### config.mk
export PLATFORM = sky130hd
export DESIGN_NAME = game_round_controller_flat
export DESIGN_NICKNAME = d
export VERILOG_FILES = /design/src/rtl/game_pkg.sv /design/src/rtl/game_round_controller_if.sv /design/src/rtl/tick_gen.sv /design/src/rtl/game_round_controller.sv /design/src/flat_wrapper.sv
export SDC_FILE = /design/constraint.sdc
export NUM_CORES = 1
export LEC_CHECK = 0
export CAP_MARGIN = 10
export CELL_PAD_IN_SITES_DETAIL_PLACEMENT = 1
export CELL_PAD_IN_SITES_GLOBAL_PLACEMENT = 1
export CORE_MARGIN = 3
export CORE_UTILIZATION = 46
export DETAILED_ROUTE_END_ITERATION = 7
export PLACE_DENSITY_LB_ADDON = 0.1
export SLEW_MARGIN = 40
export SYNTH_ARGS = -nofsm -noshare
export SYNTH_HDL_FRONTEND = slang
export SYNTH_HIERARCHICAL = 1
export SYNTH_SLANG_ARGS = --single-unit
### constraint.sdc
create_clock -name CLOCK10M -period 6.8 [get_ports CLOCK10M]
set_input_delay 2.04 -clock CLOCK10M [delete_from_list [all_inputs] [get_ports CLOCK10M]]
set_output_delay 2.04 -clock CLOCK10M [all_outputs]
set_load 0.005 [all_outputs]
### src/rtl/game_pkg.sv
// Shared definitions for the game timer blocks.
//   - State codes exported on state_out (IDLE..OVER) and the matching FSM enum.
//   - Timing defaults: 100 ms prescaler divide at 10 MHz, ready countdown and round limit.
// The display and score blocks decode state_out with these same codes.
package game_pkg;

  localparam logic [2:0] IDLE  = 3'd0;
  localparam logic [2:0] READY = 3'd1;
  localparam logic [2:0] RUN   = 3'd2;
  localparam logic [2:0] PAUSE = 3'd3;
  localparam logic [2:0] OVER  = 3'd4;

  typedef enum logic [2:0] {
    ST_IDLE  = IDLE,
    ST_READY = READY,
    ST_RUN   = RUN,
    ST_PAUSE = PAUSE,
    ST_OVER  = OVER
  } state_t;

  localparam int TICK_DIV_100MS      = 1000000;
  localparam int READY_TICKS_DEFAULT = 30;
  localparam int LIMIT_TICKS_DEFAULT = 600;

  // States in which the prescaler is allowed to advance.
  function automatic logic is_timing(input state_t s);
    return (s == ST_READY) || (s == ST_RUN);
  endfunction

endpackage

### src/rtl/game_round_controller_if.sv
// Button and status bundle between the board/game logic and game_round_controller.
//   START, PAUSE, STOP : raw active-high buttons (asynchronous to CLOCK10M)
//   counter_out        : elapsed round time in tenths of a second
//   ready_out          : remaining ready-countdown ticks
//   state_out          : current state code (game_pkg IDLE..OVER)
//   running            : high while in RUN
//   timeout            : one-cycle pulse when the round limit is reached
// master = board/game side, slave = the controller.
interface game_round_controller_if #(
  parameter int WIDTH = 10
);
  logic             START;
  logic             PAUSE;
  logic             STOP;
  logic [WIDTH-1:0] counter_out;
  logic [5:0]       ready_out;
  logic [2:0]       state_out;
  logic             running;
  logic             timeout;

  modport master (
    output START, PAUSE, STOP,
    input  counter_out, ready_out, state_out, running, timeout
  );

  modport slave (
    input  START, PAUSE, STOP,
    output counter_out, ready_out, state_out, running, timeout
  );
endinterface

### src/rtl/tick_gen.sv
// Free-running prescaler producing one tick every TICK_DIV enabled cycles.
//   CLOCK10M : clock
//   RESET    : synchronous active-high reset, clears the count
//   en       : advance the count this cycle (count is frozen otherwise)
//   clr      : restart the count from 0
//   tick     : high while the count sits at TICK_DIV-1
// tick is a pure decode of the count so a consumer may change en in the same
// cycle it sees the tick without forming a loop; the consumer qualifies tick
// with its own state.
module tick_gen #(
  parameter int TICK_DIV = 1000000
) (
  input  logic CLOCK10M,
  input  logic RESET,
  input  logic en,
  input  logic clr,
  output logic tick
);

  localparam int            CW   = (TICK_DIV > 2) ? $clog2(TICK_DIV) : 1;
  localparam logic [CW-1:0] LAST = CW'(TICK_DIV - 1);

  logic [CW-1:0] count;

  always_ff @(posedge CLOCK10M) begin
    if (RESET || clr) begin
      count <= '0;
    end else if (en) begin
      count <= (count == LAST) ? '0 : count + CW'(1);
    end
  end

  assign tick = (count == LAST);

endmodule

### src/rtl/game_round_controller.sv
// Round sequencer for the 0.1 s game timer: conditions the three buttons,
// owns the 100 ms prescaler and the tenths-of-second elapsed counter, and walks
// IDLE -> READY (countdown) -> RUN <-> PAUSE -> OVER.
//   CLOCK10M : 10 MHz clock, all logic on the rising edge
//   RESET    : synchronous active-high reset, overrides everything
//   game_if  : buttons in, counter/ready/state/running/timeout out (all registered)
module game_round_controller
  import game_pkg::*;
#(
  parameter int TICK_DIV    = TICK_DIV_100MS,
  parameter int READY_TICKS = READY_TICKS_DEFAULT,
  parameter int LIMIT_TICKS = LIMIT_TICKS_DEFAULT,
  parameter int WIDTH       = 10
) (
  input  logic                    CLOCK10M,
  input  logic                    RESET,
  game_round_controller_if.slave  game_if
);

  localparam logic [5:0]       READY_INIT = 6'(READY_TICKS);
  localparam logic [WIDTH-1:0] LIMIT_LAST = WIDTH'(LIMIT_TICKS - 1);

  // Button conditioning, one lane per button: bit 0 START, 1 PAUSE, 2 STOP.
  // Two synchronizer stages, a history flop, and a registered rising edge.
  logic [2:0] btn_meta, btn_sync, btn_prev, btn_edge;
  logic       start_e, pause_e, stop_e;

  always_ff @(posedge CLOCK10M) begin
    if (RESET) begin
      btn_meta <= '0;
      btn_sync <= '0;
      btn_prev <= '0;
      btn_edge <= '0;
    end else begin
      // NOTE: non-blocking so every stage samples the previous stage's old value.
      btn_meta <= {game_if.STOP, game_if.PAUSE, game_if.START};
      btn_sync <= btn_meta;
      btn_prev <= btn_sync;
      btn_edge <= btn_sync & ~btn_prev;
    end
  end

  assign start_e = btn_edge[0];
  assign pause_e = btn_edge[1];
  assign stop_e  = btn_edge[2];

  state_t           state_q, state_d;
  logic [WIDTH-1:0] count_q, count_d;
  logic [5:0]       ready_q, ready_d;
  logic             timeout_q, timeout_d;
  logic             running_q;
  logic             tick, presc_en, presc_clr;

  // A PAUSE accepted without a coincident tick freezes the prescaler on that
  // same edge, so resume continues from the value seen when PAUSE was taken.
  // With a coincident tick the count wraps first (the tick is counted).
  assign presc_en = is_timing(state_q) &&
                    !((state_q == ST_RUN) && pause_e && !stop_e && !tick);

  tick_gen #(.TICK_DIV(TICK_DIV)) u_tick_gen (
    .CLOCK10M (CLOCK10M),
    .RESET    (RESET),
    .en       (presc_en),
    .clr      (presc_clr),
    .tick     (tick)
  );

  // Edge priority is STOP > PAUSE > START; a STOP discards a coincident tick.
  always_comb begin
    // NOTE: every output of this block gets a default first, so no path can infer a latch.
    state_d   = state_q;
    count_d   = count_q;
    ready_d   = ready_q;
    timeout_d = 1'b0;
    presc_clr = 1'b0;

    unique case (state_q)
      ST_IDLE: begin
        if (start_e) begin
          state_d   = ST_READY;
          count_d   = '0;
          ready_d   = READY_INIT;
          presc_clr = 1'b1;
        end
      end
      ST_READY: begin
        if (stop_e) begin
          state_d = ST_IDLE;
          ready_d = '0;
        end else if (tick && (ready_q != 6'd0)) begin
          ready_d = ready_q - 6'd1;
          if (ready_q == 6'd1) state_d = ST_RUN;
        end
      end
      ST_RUN: begin
        if (stop_e) begin
          state_d = ST_OVER;
        end else begin
          if (tick) begin
            count_d = count_q + WIDTH'(1);
            if (count_q == LIMIT_LAST) begin
              state_d   = ST_OVER;
              timeout_d = 1'b1;
            end
          end
          // Tick is counted first; reaching the limit outranks the pause.
          if (pause_e && (state_d == ST_RUN)) state_d = ST_PAUSE;
        end
      end
      ST_PAUSE: begin
        if (stop_e)                  state_d = ST_OVER;
        else if (pause_e || start_e) state_d = ST_RUN;
      end
      ST_OVER: begin
        if (stop_e) begin
          state_d = ST_IDLE;
          count_d = '0;
        end else if (start_e) begin
          state_d   = ST_READY;
          count_d   = '0;
          ready_d   = READY_INIT;
          presc_clr = 1'b1;
        end
      end
      default: state_d = ST_IDLE;
    endcase
  end

  always_ff @(posedge CLOCK10M) begin
    if (RESET) begin
      state_q   <= ST_IDLE;
      count_q   <= '0;
      ready_q   <= '0;
      timeout_q <= 1'b0;
      running_q <= 1'b0;
    end else begin
      state_q   <= state_d;
      count_q   <= count_d;
      ready_q   <= ready_d;
      timeout_q <= timeout_d;
      running_q <= (state_d == ST_RUN);
    end
  end

  assign game_if.counter_out = count_q;
  assign game_if.ready_out   = ready_q;
  assign game_if.state_out   = state_q;
  assign game_if.running     = running_q;
  assign game_if.timeout     = timeout_q;

endmodule

### src/flat_wrapper.sv
// flat-port wrapper written by rule: the top's interface ports become plain ports
module game_round_controller_flat import game_pkg::*;
#(
  parameter int TICK_DIV    = TICK_DIV_100MS,
  parameter int READY_TICKS = READY_TICKS_DEFAULT,
  parameter int LIMIT_TICKS = LIMIT_TICKS_DEFAULT,
  parameter int WIDTH       = 10
)
  (CLOCK10M, RESET, game_if_START, game_if_PAUSE, game_if_STOP, game_if_counter_out, game_if_ready_out, game_if_state_out, game_if_running, game_if_timeout);
  game_round_controller_if #(.WIDTH(WIDTH)) game_if_i ();
  input  logic CLOCK10M;
  input  logic RESET;
  input wire logic [$bits(game_if_i.START)-1:0] game_if_START;
  input wire logic [$bits(game_if_i.PAUSE)-1:0] game_if_PAUSE;
  input wire logic [$bits(game_if_i.STOP)-1:0] game_if_STOP;
  output wire logic [$bits(game_if_i.counter_out)-1:0] game_if_counter_out;
  output wire logic [$bits(game_if_i.ready_out)-1:0] game_if_ready_out;
  output wire logic [$bits(game_if_i.state_out)-1:0] game_if_state_out;
  output wire logic [$bits(game_if_i.running)-1:0] game_if_running;
  output wire logic [$bits(game_if_i.timeout)-1:0] game_if_timeout;
  assign game_if_i.START = game_if_START;
  assign game_if_i.PAUSE = game_if_PAUSE;
  assign game_if_i.STOP = game_if_STOP;
  assign game_if_counter_out = game_if_i.counter_out;
  assign game_if_ready_out = game_if_i.ready_out;
  assign game_if_state_out = game_if_i.state_out;
  assign game_if_running = game_if_i.running;
  assign game_if_timeout = game_if_i.timeout;
  game_round_controller #(.TICK_DIV(TICK_DIV), .READY_TICKS(READY_TICKS), .LIMIT_TICKS(LIMIT_TICKS), .WIDTH(WIDTH)) u_core (.CLOCK10M(CLOCK10M), .RESET(RESET), .game_if(game_if_i));
endmodule
# After elaboration in Yosys (flattened, before gate mapping)
# Index checks and enable logic that the tools add are counted.
dict set report word_totals {
  register_bits 53
  input_bits 5
  output_inout_bits 21
}
dict set report classes {
  bitwise_logic 4
  eq_ne 13
  n_reduce_logical 19
  muxes 29
  add_sub_neg 3
}
# cell n
set ops {}
lappend ops {{10-bit 2-to-1 mux} 4}
lappend ops {{3-bit 2-to-1 mux} 13}
lappend ops {{10-bit case mux with 3 select lines} 1}
lappend ops {{6-bit 2-to-1 mux} 4}
lappend ops {{20-bit by 1-bit adder with 20-bit output, second input constant} 1}
lappend ops {{20-bit == test, second input constant} 1}
lappend ops {{20-bit 2-to-1 mux} 1}
lappend ops {{6-bit case mux with 3 select lines} 1}
lappend ops {{3-bit case mux with 5 select lines} 1}
lappend ops {{3-bit by 2-bit == test with 1-bit output, second input constant} 4}
lappend ops {{10-bit by 1-bit adder with 10-bit output, second input constant} 1}
lappend ops {{10-bit == test, second input constant} 1}
lappend ops {{6-bit by 1-bit == test with 1-bit output, second input constant} 1}
lappend ops {{1-bit logical AND} 6}
lappend ops {{3-bit AND reduction} 2}
lappend ops {{3-bit nonzero test} 2}
lappend ops {{6-bit nonzero test} 1}
lappend ops {{6-bit by 1-bit subtractor with 6-bit output, second input constant} 1}
lappend ops {{2-bit inequality test, second input constant} 2}
lappend ops {{4-bit OR reduction} 1}
lappend ops {{3-bit AND} 1}
lappend ops {{3-bit by 1-bit == test with 1-bit output, second input constant} 1}
lappend ops {{3-bit == test, second input constant} 1}
lappend ops {{1-bit zero test} 3}
lappend ops {{other kinds (8)} 13}

# Depth between registers and ports, before layout
dict set report logic_depth {
  ltp_word 11
  ltp_mapped 13
  depth_no_buf 10
}

# Cells and area by module
# The synthesis kept the hierarchy.
# module n_inst area_per_inst_um2 cells_each
set modules_own_cells {}
lappend modules_own_cells {game_round_controller 1 1570.3 186}
lappend modules_own_cells {tick_gen 1 962.2 111}

# Least setup slack after synthesis
# OpenSTA, ideal clock, no wires.
dict set report synth_timing {
  kind {register to register}
  start {reg u_core.u_tick_gen.count[0]}
  end {reg u_core.u_tick_gen.count[19]}
  t_required_ns 6.730
  path_slack_ns 3.903
  arrival_ns 2.827
  path_buffers 2
  stages_incl_launch_ff 13
  cell_sequence {dfxtp_1 -> ha_1 -> nor4b_1 -> nand4_1 -> nor2_1 -> clkbuf_1 -> o21ai_0 -> nand2_1 -> buf_2 -> nand4_1 -> or4_4 -> or3_1 -> a21oi_1}
}
dict set report synth_between {
  elab_chain_cells 5
}
# element line
set synth_lines {}
lappend synth_lines {{from (decl)} tick_gen.sv:23} ;# logic [CW-1:0] count;
lappend synth_lines {{from (signal assigned)} tick_gen.sv:29} ;# count <= (count == LAST) ? '0 : count + CW'(1);
lappend synth_lines {{20-bit == test} tick_gen.sv:33} ;# assign tick = (count == LAST);
lappend synth_lines {{via u_core.tick} game_round_controller.sv:52} ;# logic tick, presc_en, presc_clr;
lappend synth_lines {{1-bit zero test} game_round_controller.sv:58} ;# !((state_q == ST_RUN) && pause_e && !stop_e && !tick);
lappend synth_lines {{1-bit logical AND} game_round_controller.sv:58}
lappend synth_lines {{1-bit zero test} game_round_controller.sv:58}
lappend synth_lines {{1-bit logical AND} game_round_controller.sv:57} ;# assign presc_en = is_timing(state_q) &&
lappend synth_lines {{via u_core.presc_en} game_round_controller.sv:52}
# The timed path passes the listed nets, and every way through them passes these cells.
# A chain may end at the register's enable or synchronous reset.

# Final worst setup path
dict set report layout_timing {
  start {reg u_core.state_q[0] (netlist: u_core/game_if.state_out[0])}
  end {out game_if_state_out[0]}
}
# element line
set layout_rtl {}
lappend layout_rtl {{from (decl)} game_round_controller.sv:47} ;# state_t state_q, state_d;
lappend layout_rtl {{from (signal assigned)} game_round_controller.sv:137} ;# state_q <= state_d;
lappend layout_rtl {{to (decl)} flat_wrapper.sv:18} ;# output wire logic [$bits(game_if_i.state_out)-1:0] game_if_state_out;
# No word-level cell between the ends.

==> metrics.md <==
| Metric | Value |
|---|---|
| Max capacitance violation total | `0` |
| Detailed Place HPWL | `4380 microns` |
| Number of vias per cell after detailed routing | `5.75` |
| Sequential fraction of the synthesis area | `41.9%` |
| Worst-path maximum fanout | `14` |
| Startpoint-to-endpoint class of the critical path | `reg -> out` |
| Run status | `finished clean` |
| Final setup vio count | `0` |
| Clock Power Share | `34.6%` |
| RSZ-0062 raised after global routing | `false` |
| Sequential share of power | `59.4%` |
| Arrival time of data at the critical path endpoint | `1500 ps` |
| Place WS | `3340 ps` |
| Global-route wire length before repair | `10700 microns` |
| Yosys reg bits | `53` |
| Final-report hold violation count | `0` |
| Parity-gate share of the synthesized area counting xor and xnor cells | `4.84%` |
| Simple-gate share of the synthesized area | `32.4%` |
| Combinational power share | `5.9%` |
| Share of synthesized registers carrying an async set or reset | `0%` |
| Setup clock skew after layout | `8.54 ps` |
| Final global-route overflow total | `0` |
| Remaining routing DRC violations | `0` |
| Routability congestion estimate | `0.820` |
| 1st-pass router iterations | `4` |
| Number of antenna violations at the first check in global routing | `0` |
| WP data required | `4760 ps` |
| Detailed-route via count | `2236` |
| Clock input transition at the sequential cells of the worst setup and hold paths | `100 ps` |
| Initial DRC count | `112` |
| Starting density of the core | `48.7%` |
| Switching Power | `133 uW` |
| Nets | `327` |
| Post-synthesis compound-gate area fraction | `14.5%` |
| Netlist area before placement | `2530 sq um` |
| Slowest Stage Delay on Critical Path | `600 ps` |
| Buffer depth of the longest clock path | `2` |
| Core Region | `5200 sq um` |
| Sw Ratio | `24.8%` |
| Leakage | `0.947 nW` |
| Most used flip-flop cell after synthesis | `dfxtp_1` |
| N_diodes | `0` |
| Buf+Inv Stages, Crit Path | `1` |
| CTS HTree Levels | `2` |
| Hold WC Path Type | `reg -> reg` |
| Number of primary I/O pins | `26` |
| Average wire per standard cell | `15.9 microns` |
| Die Span X | `80.2 microns` |
| Design internal power | `404 uW` |
| Count of input and output buffers | `25` |
| Max-slew violation total from the final report | `0` |
| Post-cts repair resize count | `0` |
| Maximum number of pins on one net before global-route repair | `32` |
| Later-pin clock latency in the skew report | `310 ps` |
| Synth cell types | `59` |
| Clock buffers created by TritonCTS | `5` |
| Slack of the critical path | `3260 ps` |
| Mean Syn Cell Area | `8.53 sq um` |
| Actual transition at the worst max-transition pin | `799 ps` |
| Combinational family with the most area after synthesis | `simple AND/OR/NAND/NOR gates` |
| Final min period | `3540 ps` |
| Capturing element type of the critical path | `output port` |
| Cell types occupying the most area after synthesis | `dfxtp_1 42%, nor2_1 5.9%, a21oi_1 3.8%` |
| Worst voltage drop across the vdd grid | `0.116 mV` |
| Area share of the leading cell type in the synthesized netlist | `41.9%` |
| Vias in the first global route | `2202` |
| Kind of start point of the critical path | `register` |
| Kind of cell adding the most delay to the critical path | `flip-flops` |
| Adder and majority gate portion of the synthesized area | `1.98%` |
| Post-synth EDFFs | `0` |
| Count leader, synth | `dfxtp_1` |
| Tcrit/Tclk final | `52.0%` |
| Clock tree from TritonCTS | `yes` |
| Power density of the placed cells | `184 nW/um^2` |
| Post CTS Setup Buffer Count | `0` |
| Gate count after technology mapping | `297` |
| Slowest cell on crit path | `dfxtp_1` |
| Remaining max-slew budget at the tightest pin | `46.7%` |
| Hold buffer count at cts | `0` |
| Worst path cell trace | `clkdlybuf4s50_1` |
| Multiplexer share of the synthesized area | `0.840%` |
| Highest clock rate | `283 MHz` |
| Fraction of final layout cells sized beyond drive strength 1 | `7.84%` |
| Chip height | `80.2 microns` |
| Post-DRT Antenna Nets | `0` |
| Combined global-route utilization of all metal layers | `20.9%` |
| Layout overhead on the synthesized area | `15.3%` |
| Cell type contributing the most total cell area after synthesis | `dfxtp_1` |
| Cell chosen for the clock root | `clkbuf_8` |
| Yosys warning count | `6` |
| Net Count, Synth | `306` |
| Die ar. | `6430 sq um` |
| Floorplan row count | `26` |
| Setup_tns | `0 ps` |
| Clock net sink count | `53` |
| Synth top cells by count | `53 x dfxtp_1, 40 x nor2_1, 23 x nand2_1` |
| Sum of routed wire length over all layers | `6190 microns` |
## path summary, 6_finish.rpt
| kind | slack [ps] | startpoint | depth (start not counted) | end |
|---|---|---|---|---|
| worst max-delay path | 3260 | u_core/game_if.state_out[0] | 1 | game_if_state_out[0] |
| worst min-delay path | 390 | u_core/btn_prev[1] | 1 | u_core/btn_edge[1] |
| worst max register to register | 3290 | u_core/u_tick_gen/count[1] | 10 | u_core/u_tick_gen/count[19] |
| worst min register to register | 390 | u_core/btn_prev[1] | 1 | u_core/btn_edge[1] |
## flip-flops by register name, summed over array words and instances (netlist names)
signal,flops
u_core/u_tick_gen/count,20
u_core/game_if.counter_out,10
u_core/game_if.ready_out,6
u_core/btn_edge,3
u_core/btn_meta,3
u_core/btn_prev,3
u_core/btn_sync,3
u_core/game_if.state_out,3
u_core/game_if.running,1
u_core/game_if.timeout,1
## cells by family (layout without fill, tap and decap cells)
logic type      Yosys count  count (layout)
flops                    53              53
fa+ha+maj                 4               4
compound gates           52              52
mux                       2               2
simple gates            150             150
buf+inv                  22              44
xor+xnor                 14              14
## layout make-up
cell class,instances,area [sq um]
Multi-Input combinational cell,222,1380
Inverter,10,37.5
Fill cell,664,2280
Timing Repair Buffer,26,258
Clock buffer,5,68.8
Tap cell,70,87.6
Sequential cell,53,1060
Clock inverter,3,26.3
## placed cells by master (no fill, tap or decap), drive strengths merged, types with 2 or more instances in the layout
cell type,instances
dfxtp,53
nor2,41
clkdlybuf4s50,25
nand2,24
a21oi,19
nor2b,14
nor3,13
nand4,12
inv,11
nand3,8
xor2,8
or3,6
xnor2,6
and3,6
o21ai,6
clkbuf,5
a311oi,5
o31ai,5
or4,5
a31oi,4
ha,4
nand2b,3
nor3b,3
and4,3
a211oi,3
nor4b,3
clkinv,2
and2,2
nor4,2
o211ai,2
or2,2
## through the flow
stage	utilization [%]	total power, mW	hold slack (ps)	std cells	area [sq um]
2_1_floorplan	-	0.347	367	297	2530
3_3_place_gp	54.3	0.358	371	381	2830
3_5_place_dp	54.3	0.359	377	381	2830
4_1_cts	56.1	0.544	391	389	2920
5_1_grt	56.1	0.563	395	389	2920
6_report	56.1	0.538	389	389	2920
## metal layers
metal | vias to the layer above | global-route usage [%] | share of wire (%)
met2 | 44 | 34.0 | 46
li1 | 1107 | - | -
met5 | - | 0 | 0
met1 | 1083 | 28.5 | 49
met3 | 2 | 3.59 | 4.0
met4 | 0 | 5.57 | 0.60
## power groups by stage
| stage | sequential, mW | combinational [mW] | clock, mW |
|---|---|---|---|
| after floorplan | 0.325 | 0.0223 | 0 |
| after global placement | 0.327 | 0.0315 | 0 |
| after detailed placement | 0.327 | 0.0319 | 0 |
| after CTS | 0.320 | 0.0321 | 0.192 |
| after global routing | 0.321 | 0.0358 | 0.206 |
| final | 0.320 | 0.0320 | 0.186 |
(Power assumes the default switching activity.)
